`config.mk`:
```
export PLATFORM = sky130hd
export DESIGN_NAME = tick_rate_detector
export DESIGN_NICKNAME = d
export VERILOG_FILES = /design/src/rtl/tick_rate_pkg.sv /design/src/rtl/tick_edge_sync.sv /design/src/rtl/tick_rate_detector.sv
export SDC_FILE = /design/constraint.sdc
export NUM_CORES = 1
export LEC_CHECK = 0
export CORE_UTILIZATION = 40
export DETAILED_ROUTE_END_ITERATION = 12
export DONT_BUFFER_PORTS = 1
export HOLD_SLACK_MARGIN = 0.05
export PLACE_DENSITY = 0.57
export SYNTH_ARGS = -nofsm -noshare
export SYNTH_HDL_FRONTEND = slang
export SYNTH_HIERARCHICAL = 1
export SYNTH_SLANG_ARGS = --single-unit
```
`constraint.sdc`:
```
create_clock -name clkin -period 4.85 [get_ports clkin]
set_clock_uncertainty 0.15 [all_clocks]
set_input_delay 1.2125 -clock clkin [delete_from_list [all_inputs] [get_ports clkin]]
set_output_delay 1.2125 -clock clkin [all_outputs]
set_load 0.05 [all_outputs]
```
`src/rtl/tick_rate_pkg.sv`:
```
// Shared constants for the tick rate detector: rate codes, nominal periods
// derived from the divider's divide values, and the detector FSM state type.
package tick_rate_pkg;

  localparam logic [1:0] RATE_NORMAL  = 2'd0;
  localparam logic [1:0] RATE_FAST0   = 2'd1;
  localparam logic [1:0] RATE_FAST1   = 2'd2;
  localparam logic [1:0] RATE_UNKNOWN = 2'd3;

  // Divider toggles every DIV+1 cycles, so a full tick period is 2*(DIV+1).
  localparam int DIV_NORMAL = 25000;
  localparam int DIV_FAST0  = 416;
  localparam int DIV_FAST1  = 6;

  localparam int NOM_PERIOD_NORMAL = 2 * (DIV_NORMAL + 1);
  localparam int NOM_PERIOD_FAST0  = 2 * (DIV_FAST0 + 1);
  localparam int NOM_PERIOD_FAST1  = 2 * (DIV_FAST1 + 1);

  typedef enum logic [1:0] {
    ST_IDLE    = 2'd0,
    ST_MEASURE = 2'd1,
    ST_LOCKED  = 2'd2
  } state_t;

endpackage

```
`src/rtl/tick_edge_sync.sv`:
```
// Brings the asynchronous tick into clkin and emits a one-cycle rising-edge strobe.
// Define TICK_DEGLITCH_EN to add a two-sample agreement filter (one extra cycle).
module tick_edge_sync (
  input  logic clkin,
  input  logic rst_N,
  input  logic d_async,
  output logic edge_pulse
);

  logic r_sync1;
  logic r_sync2;
  logic r_prev;
  logic r_edge;
  logic w_level;

  // Stage 1-2: two-flop synchronizer
  always_ff @(posedge clkin or negedge rst_N) begin
    if (!rst_N) begin
      r_sync1 <= 1'b0;
      r_sync2 <= 1'b0;
    end else begin
      r_sync1 <= d_async;
      r_sync2 <= r_sync1;
    end
  end

`ifdef TICK_DEGLITCH_EN
  logic r_filt;

  // Level only moves once two consecutive synced samples agree
  always_ff @(posedge clkin or negedge rst_N) begin
    if (!rst_N) begin
      r_filt <= 1'b0;
    end else if (r_sync1 == r_sync2) begin
      r_filt <= r_sync2;
    end
  end

  assign w_level = r_filt;
`else
  assign w_level = r_sync2;
`endif

  // Final stage: registered rising-edge detect
  always_ff @(posedge clkin or negedge rst_N) begin
    if (!rst_N) begin
      r_prev <= 1'b0;
      r_edge <= 1'b0;
    end else begin
      r_prev <= w_level;
      r_edge <= w_level & ~r_prev;
    end
  end

  assign edge_pulse = r_edge;

endmodule

```
`src/rtl/tick_rate_detector.sv`:
```
// Measures the rising-to-rising period of a divided tick and locks onto its rate.
// TICK_DEGLITCH_EN (see tick_edge_sync) adds a debounce and one cycle of edge latency.
module tick_rate_detector
  import tick_rate_pkg::*;
#(
  parameter int CNT_W         = 17,
  parameter int PERIOD_NORMAL = NOM_PERIOD_NORMAL,
  parameter int PERIOD_FAST0  = NOM_PERIOD_FAST0,
  parameter int PERIOD_FAST1  = NOM_PERIOD_FAST1,
  parameter int TOL           = 4,
  parameter int LOCK_CNT      = 2,
  parameter int TIMEOUT       = 100000
) (
  input  logic             clkin,
  input  logic             rst_N,
  input  logic             tick_in,
  output logic [1:0]       rate,
  output logic             locked,
  output logic [CNT_W-1:0] period,
  output logic             meas_valid,
  output logic             lost
);

  localparam int MATCH_W = $clog2(LOCK_CNT + 1);

  function automatic logic [CNT_W-1:0] sat_inc(input logic [CNT_W-1:0] v);
    return (&v) ? v : v + CNT_W'(1);
  endfunction

  function automatic logic within_tol(input logic [CNT_W:0] p, input int nom);
    int d;
    d = int'(p) - nom;
    return (d <= TOL) && (d >= -TOL);
  endfunction

  function automatic logic [1:0] classify(input logic [CNT_W:0] p);
    if (within_tol(p, PERIOD_NORMAL)) return RATE_NORMAL;
    if (within_tol(p, PERIOD_FAST0))  return RATE_FAST0;
    if (within_tol(p, PERIOD_FAST1))  return RATE_FAST1;
    return RATE_UNKNOWN;
  endfunction

  state_t             r_state;
  state_t             w_state_nxt;
  logic [CNT_W-1:0]   r_cnt;
  logic [1:0]         r_cand;
  logic [1:0]         w_cand_nxt;
  logic [MATCH_W-1:0] r_match;
  logic [MATCH_W-1:0] w_match_nxt;
  logic [1:0]         r_rate;
  logic [1:0]         w_rate_nxt;
  logic               r_locked;
  logic               w_locked_nxt;
  logic [CNT_W-1:0]   r_period;
  logic               r_meas_valid;
  logic               r_lost;
  logic               w_lost_nxt;

  logic               w_edge;
  logic [CNT_W:0]     w_meas;
  logic [1:0]         w_class;
  logic               w_timeout;
  logic               w_meas_fire;

  tick_edge_sync u_sync (
    .clkin      (clkin),
    .rst_N      (rst_N),
    .d_async    (tick_in),
    .edge_pulse (w_edge)
  );

  assign w_meas      = {1'b0, r_cnt} + (CNT_W + 1)'(1);
  assign w_class     = classify(w_meas);
  assign w_meas_fire = w_edge && (r_state != ST_IDLE);
  // An edge landing on the timeout cycle counts as a measurement, not a loss
  assign w_timeout   = (r_state != ST_IDLE) && !w_edge && (r_cnt == CNT_W'(TIMEOUT - 1));

  always_comb begin
    w_state_nxt  = r_state;
    w_cand_nxt   = r_cand;
    w_match_nxt  = r_match;
    w_rate_nxt   = r_rate;
    w_locked_nxt = r_locked;
    w_lost_nxt   = 1'b0;

    unique case (r_state)
      ST_IDLE: begin
        if (w_edge) begin
          w_state_nxt = ST_MEASURE;
          w_match_nxt = '0;
          w_cand_nxt  = RATE_UNKNOWN;
        end
      end
      ST_MEASURE: begin
        if (w_edge) begin
          if (w_class == RATE_UNKNOWN) begin
            w_match_nxt = '0;
          end else if (w_class == r_cand) begin
            w_match_nxt = r_match + MATCH_W'(1);
          end else begin
            w_cand_nxt  = w_class;
            w_match_nxt = MATCH_W'(1);
          end
          if (int'(w_match_nxt) >= LOCK_CNT) begin
            w_state_nxt  = ST_LOCKED;
            w_rate_nxt   = w_cand_nxt;
            w_locked_nxt = 1'b1;
          end
        end
      end
      ST_LOCKED: begin
        if (w_edge && (w_class != r_rate)) begin
          w_state_nxt  = ST_MEASURE;
          w_locked_nxt = 1'b0;
          w_rate_nxt   = RATE_UNKNOWN;
          if (w_class != RATE_UNKNOWN) begin
            w_cand_nxt  = w_class;
            w_match_nxt = MATCH_W'(1);
          end else begin
            w_match_nxt = '0;
          end
        end
      end
      default: w_state_nxt = ST_IDLE;
    endcase

    if (w_timeout) begin
      w_state_nxt  = ST_IDLE;
      w_locked_nxt = 1'b0;
      w_rate_nxt   = RATE_UNKNOWN;
      w_lost_nxt   = 1'b1;
    end
  end

  // Register stage: state, counter and all outputs
  always_ff @(posedge clkin or negedge rst_N) begin
    if (!rst_N) begin
      r_state      <= ST_IDLE;
      r_cnt        <= '0;
      r_cand       <= RATE_UNKNOWN;
      r_match      <= '0;
      r_rate       <= RATE_UNKNOWN;
      r_locked     <= 1'b0;
      r_period     <= '0;
      r_meas_valid <= 1'b0;
      r_lost       <= 1'b0;
    end else begin
      r_state      <= w_state_nxt;
      r_cnt        <= (r_state == ST_IDLE || w_edge || w_timeout) ? '0 : sat_inc(r_cnt);
      r_cand       <= w_cand_nxt;
      r_match      <= w_match_nxt;
      r_rate       <= w_rate_nxt;
      r_locked     <= w_locked_nxt;
      r_meas_valid <= w_meas_fire;
      r_lost       <= w_lost_nxt;
      if (w_meas_fire) begin
        r_period <= w_meas[CNT_W-1:0];
      end
    end
  end

  assign rate       = r_rate;
  assign locked     = r_locked;
  assign period     = r_period;
  assign meas_valid = r_meas_valid;
  assign lost       = r_lost;

endmodule

```
==> metrics.txt <==
capturing element type of the critical path=flip-flop; Final Setup Violations=0; failing checks=design-rule violations; proportion of layout cells with a drive suffix above 1=between 10% and 20%; average wire length per cell after detail routing=between 15 and 20 um; standard cell core area=0.01161 mm2; peak per-stage delay on the critical path=about 0.63 ns; GRT Total Usage=a little under a quarter; capture point of the worst reg-to-reg path=r_match[1]$_DFFE_PN0P_; CTS Hold Buffers Added=0; Post-synth top cells=sky130_fd_sc_hd__nor2_1 (55), sky130_fd_sc_hd__nand2_1 (54), sky130_fd_sc_hd__dfrtp_1 (45), sky130_fd_sc_hd__o21ai_0 (34), sky130_fd_sc_hd__xnor2_1 (31); gpl congestion=0.9693; async set-or-reset flop fraction in the synthesized netlist=100.0%; Layout Cells excl Fill=~740; Buf+Inv Stages, Crit Path=3; slowest stage cell on the critical path=sky130_fd_sc_hd__dfrtp_1; latest clock arrival within the worst-skew pair=roughly 0.31 ns; width of the chip=112.1 um; average footprint of a synthesized cell=between 8 and 9 um2; Die Footprint=~0.013 mm2; DRC violations left=6; pwr/cell area=roughly 310 mW/mm2; cell class contributing the biggest share of worst-path delay=simple AND/OR/NAND/NOR gates; run status=complete, but fails checks; PnR Total Power=1.624 mW; count of inserted antenna diode cells=0; half-perimeter wire length of the detailed placement result=between 10 and 15 mm; number of placed instances, taps included=~730; PnR worst setup slack=~0.26 ns; hold slack final=~0.2 ns; clock tree sinks=between 40 and 50; path category of the worst min-delay check=reg -> reg; # fillers=around 1200; peak clock frequency supported by timing=217.9 MHz; share of synthesized area occupied by flip-flops and latches=between 20% and 30%; wire length of the first global-routing pass=between 20 and 25 mm; number of max-slew violations in the final report=0; NumNets Final=a little over 600; cell repeated most along the worst path=sky130_fd_sc_hd__buf_4; Data required, critical path=4.90 ns; pin count of the biggest net entering global routing=50; Die Y-Extent=~110 um; Critical Path AT=4.64 ns; row count=39; H-tree depth=2; number of synthesized flops with an enable pin=0; TNS Setup=0 ns; Longest Clk Path Bufs=2; Most used DFF post-synth=sky130_fd_sc_hd__dfrtp_1; Max Cap Viol=0; Critical Path, Cell by Cell=nand3_1 -> or3_1 -> a211oi_1 -> mux2i_1 -> nand2_1 -> nand4_1 -> nor4_1 -> a22oi_2 -> buf_4 -> a21oi_2 -> nor4b_4 -> buf_4 -> buf_4 -> a211o_1 -> a22o_1; critical path depth in cells=15; Clock transition at path regs=around 0.070 ns; Tightest Pin Transition=between 0.9 and 1 ns; Port Buffer Count=0; net count of the mapped netlist=approximately 610; launch point of the worst path=r_cnt[2]$_DFFE_PN0P_; fin util=45.17%; Worst VDD drop=roughly 0.16 mV; number of antenna violations at the first check in global routing=0; cell leakage power=2.162 nW; clock tree from TritonCTS=yes; Yosys warnings=6; final hold violation count=0; Netlist cell types=between 80 and 90; flip-flop and latch count after synthesis=49; setup repair after global routing missed its margin=no; top-level I/O count=25; FF-to-FF Start=r_cnt[2]$_DFFE_PN0P_; vias in the first global route=4470; CTS Root Cell=sky130_fd_sc_hd__clkbuf_16; drt total wl=~14 mm; placement-stage cell area=0.005016 mm2; worst setup slack after placement=0.1690 ns; cell with the most instances after synthesis=sky130_fd_sc_hd__nor2_1; starting density of the core=41.76%; Synth area leader=sky130_fd_sc_hd__dfrtp_1; critical-path maximum fanout=13; iteration-0 DRC count of the detailed router=405; remaining number of nets flagged by the antenna check after routing=0; top cells by area, synth=sky130_fd_sc_hd__dfrtp_1 (23%), sky130_fd_sc_hd__xnor2_1 (5.6%), sky130_fd_sc_hd__nor2_1 (4.3%); Post-Synthesis Cells=around 600; number of buffers created by CTS=5; fraction of synthesized cell area taken by the top area cell type=between 20% and 30%; Via-to-Cell Ratio=6.301; final critical-path required period=4.590 ns; element type at the critical path start=flip-flop; final period utilization=a little over nine tenths; vias=approximately 4700; length of the first detailed-routing pass in iterations=10; synthesis-to-layout area growth=8.179%; post-route cell area=roughly 0.0052 mm2; worst setup path endpoint=r_match[1]$_DFFE_PN0P_; GR Overflow Total=0; depth of the worst register-to-register path=15; Register-to-Register Setup Slack=roughly 0.26 ns; Syn Std Cell Area=~0.0048 mm2; worst slew margin relative to its limit=roughly 34%; crit path kind=reg -> reg
==> cells by family (layout without fill, tap and decap cells) <==
| family | after synthesis | after routing | synth area share [%] |
|---|---|---|---|
| flip-flops | 49 | 49 | 25.39 |
| AO/OA/AOI/OAI | 157 | 157 | 24.18 |
| adder cells (fa/ha/maj) | 10 | 10 | 2.580 |
| AND/OR/NAND/NOR | 275 | 275 | 31.99 |
| XOR/XNOR | 46 | 46 | 8.927 |
| buffers and inverters | 55 | 49 | 4.979 |
| multiplexers | 9 | 9 | 1.961 |
==> metal layers <==
layer / routed length, um / part of all wire [%] / GRT usage (%)
met1: 6791 / 48 / 33.20
met2: 6239 / 44 / 36.19
met3: 780 / 5.5 / 3.132
met4: 429 / 3.0 / 10.22
met5: 0 / 0 / 0
==> repair_timing <==
action / 4_1_cts / 5_1_grt
buffers inserted: 0 / 2
hold endpoints to repair: 0 / 0
resized for setup: 0 / 10
endpoints found under the setup margin: 0 / 9
==> how the worst min path moves through the flow <==
stage / startpoint / endpoint / slack [ns] / depth (start not counted)
global placement: u_sync/r_sync1$_DFF_PN0_ / u_sync/r_sync2$_DFF_PN0_ / 0.18 / 0
global route: u_sync/r_sync1$_DFF_PN0_ / u_sync/r_sync2$_DFF_PN0_ / 0.21 / 0
detailed placement: u_sync/r_sync1$_DFF_PN0_ / u_sync/r_sync2$_DFF_PN0_ / 0.18 / 0
CTS: u_sync/r_sync1$_DFF_PN0_ / u_sync/r_sync2$_DFF_PN0_ / 0.20 / 0
finish: u_sync/r_sync1$_DFF_PN0_ / u_sync/r_sync2$_DFF_PN0_ / 0.20 / 0
floorplan: u_sync/r_sync1$_DFF_PN0_ / u_sync/r_sync2$_DFF_PN0_ / 0.18 / 0
==> cells in the final DEF (no fill, tap or decap), types with 5 or more instances in the layout <==
cell	instances
sky130_fd_sc_hd__nor2_1	55
sky130_fd_sc_hd__nand2_1	54
sky130_fd_sc_hd__dfrtp_1	42
sky130_fd_sc_hd__o21ai_0	34
sky130_fd_sc_hd__xnor2_1	30
sky130_fd_sc_hd__nor3_1	29
sky130_fd_sc_hd__nand3_1	29
sky130_fd_sc_hd__a21oi_1	24
sky130_fd_sc_hd__buf_4	24
sky130_fd_sc_hd__nand4_1	20
sky130_fd_sc_hd__inv_1	17
sky130_fd_sc_hd__nor4_1	12
sky130_fd_sc_hd__nor2b_1	11
sky130_fd_sc_hd__xor2_1	10
sky130_fd_sc_hd__or3_1	10
sky130_fd_sc_hd__a211oi_1	10
sky130_fd_sc_hd__ha_1	9
sky130_fd_sc_hd__a31oi_1	8
sky130_fd_sc_hd__or2_2	7
sky130_fd_sc_hd__o211ai_1	6
sky130_fd_sc_hd__nand2b_1	5
sky130_fd_sc_hd__o21a_1	5
sky130_fd_sc_hd__and2_1	5
sky130_fd_sc_hd__a211o_1	5
sky130_fd_sc_hd__mux2i_1	5
sky130_fd_sc_hd__clkbuf_16	5
==> report_power, final <==
group	leakage (nW)	switching [mW]	internal (mW)
registers	0.645	0.101	0.455
clock network	0.0841	0.164	0.258
logic	1.43	0.413	0.233
==> registers in the layout, indices dropped and copies added, names as in the netlist <==
name / flops
locked: 1
lost: 1
meas_valid: 1
period: 17
r_cand: 2
r_cnt: 17
r_match: 2
r_state: 2
rate: 2
u_sync/edge_pulse: 1
u_sync/r_prev: 1
u_sync/r_sync1: 1
u_sync/r_sync2: 1
==> final cells by class <==
| cell class | count | area, um2 | area share (%) |
|---|---|---|---|
| timing repair buffer | 24 | 180.2 | 3.434 |
| multi-input combinational | 497 | 3416 | 65.11 |
| clock inverter | 1 | 30.03 | 0.5724 |
| inverter | 17 | 63.81 | 1.216 |
| tap | 143 | 178.9 | 3.410 |
| clock buffer | 7 | 142.6 | 2.719 |
| sequential | 49 | 1235 | 23.54 |
No activity file was read; power rests on OpenSTA's default activity.
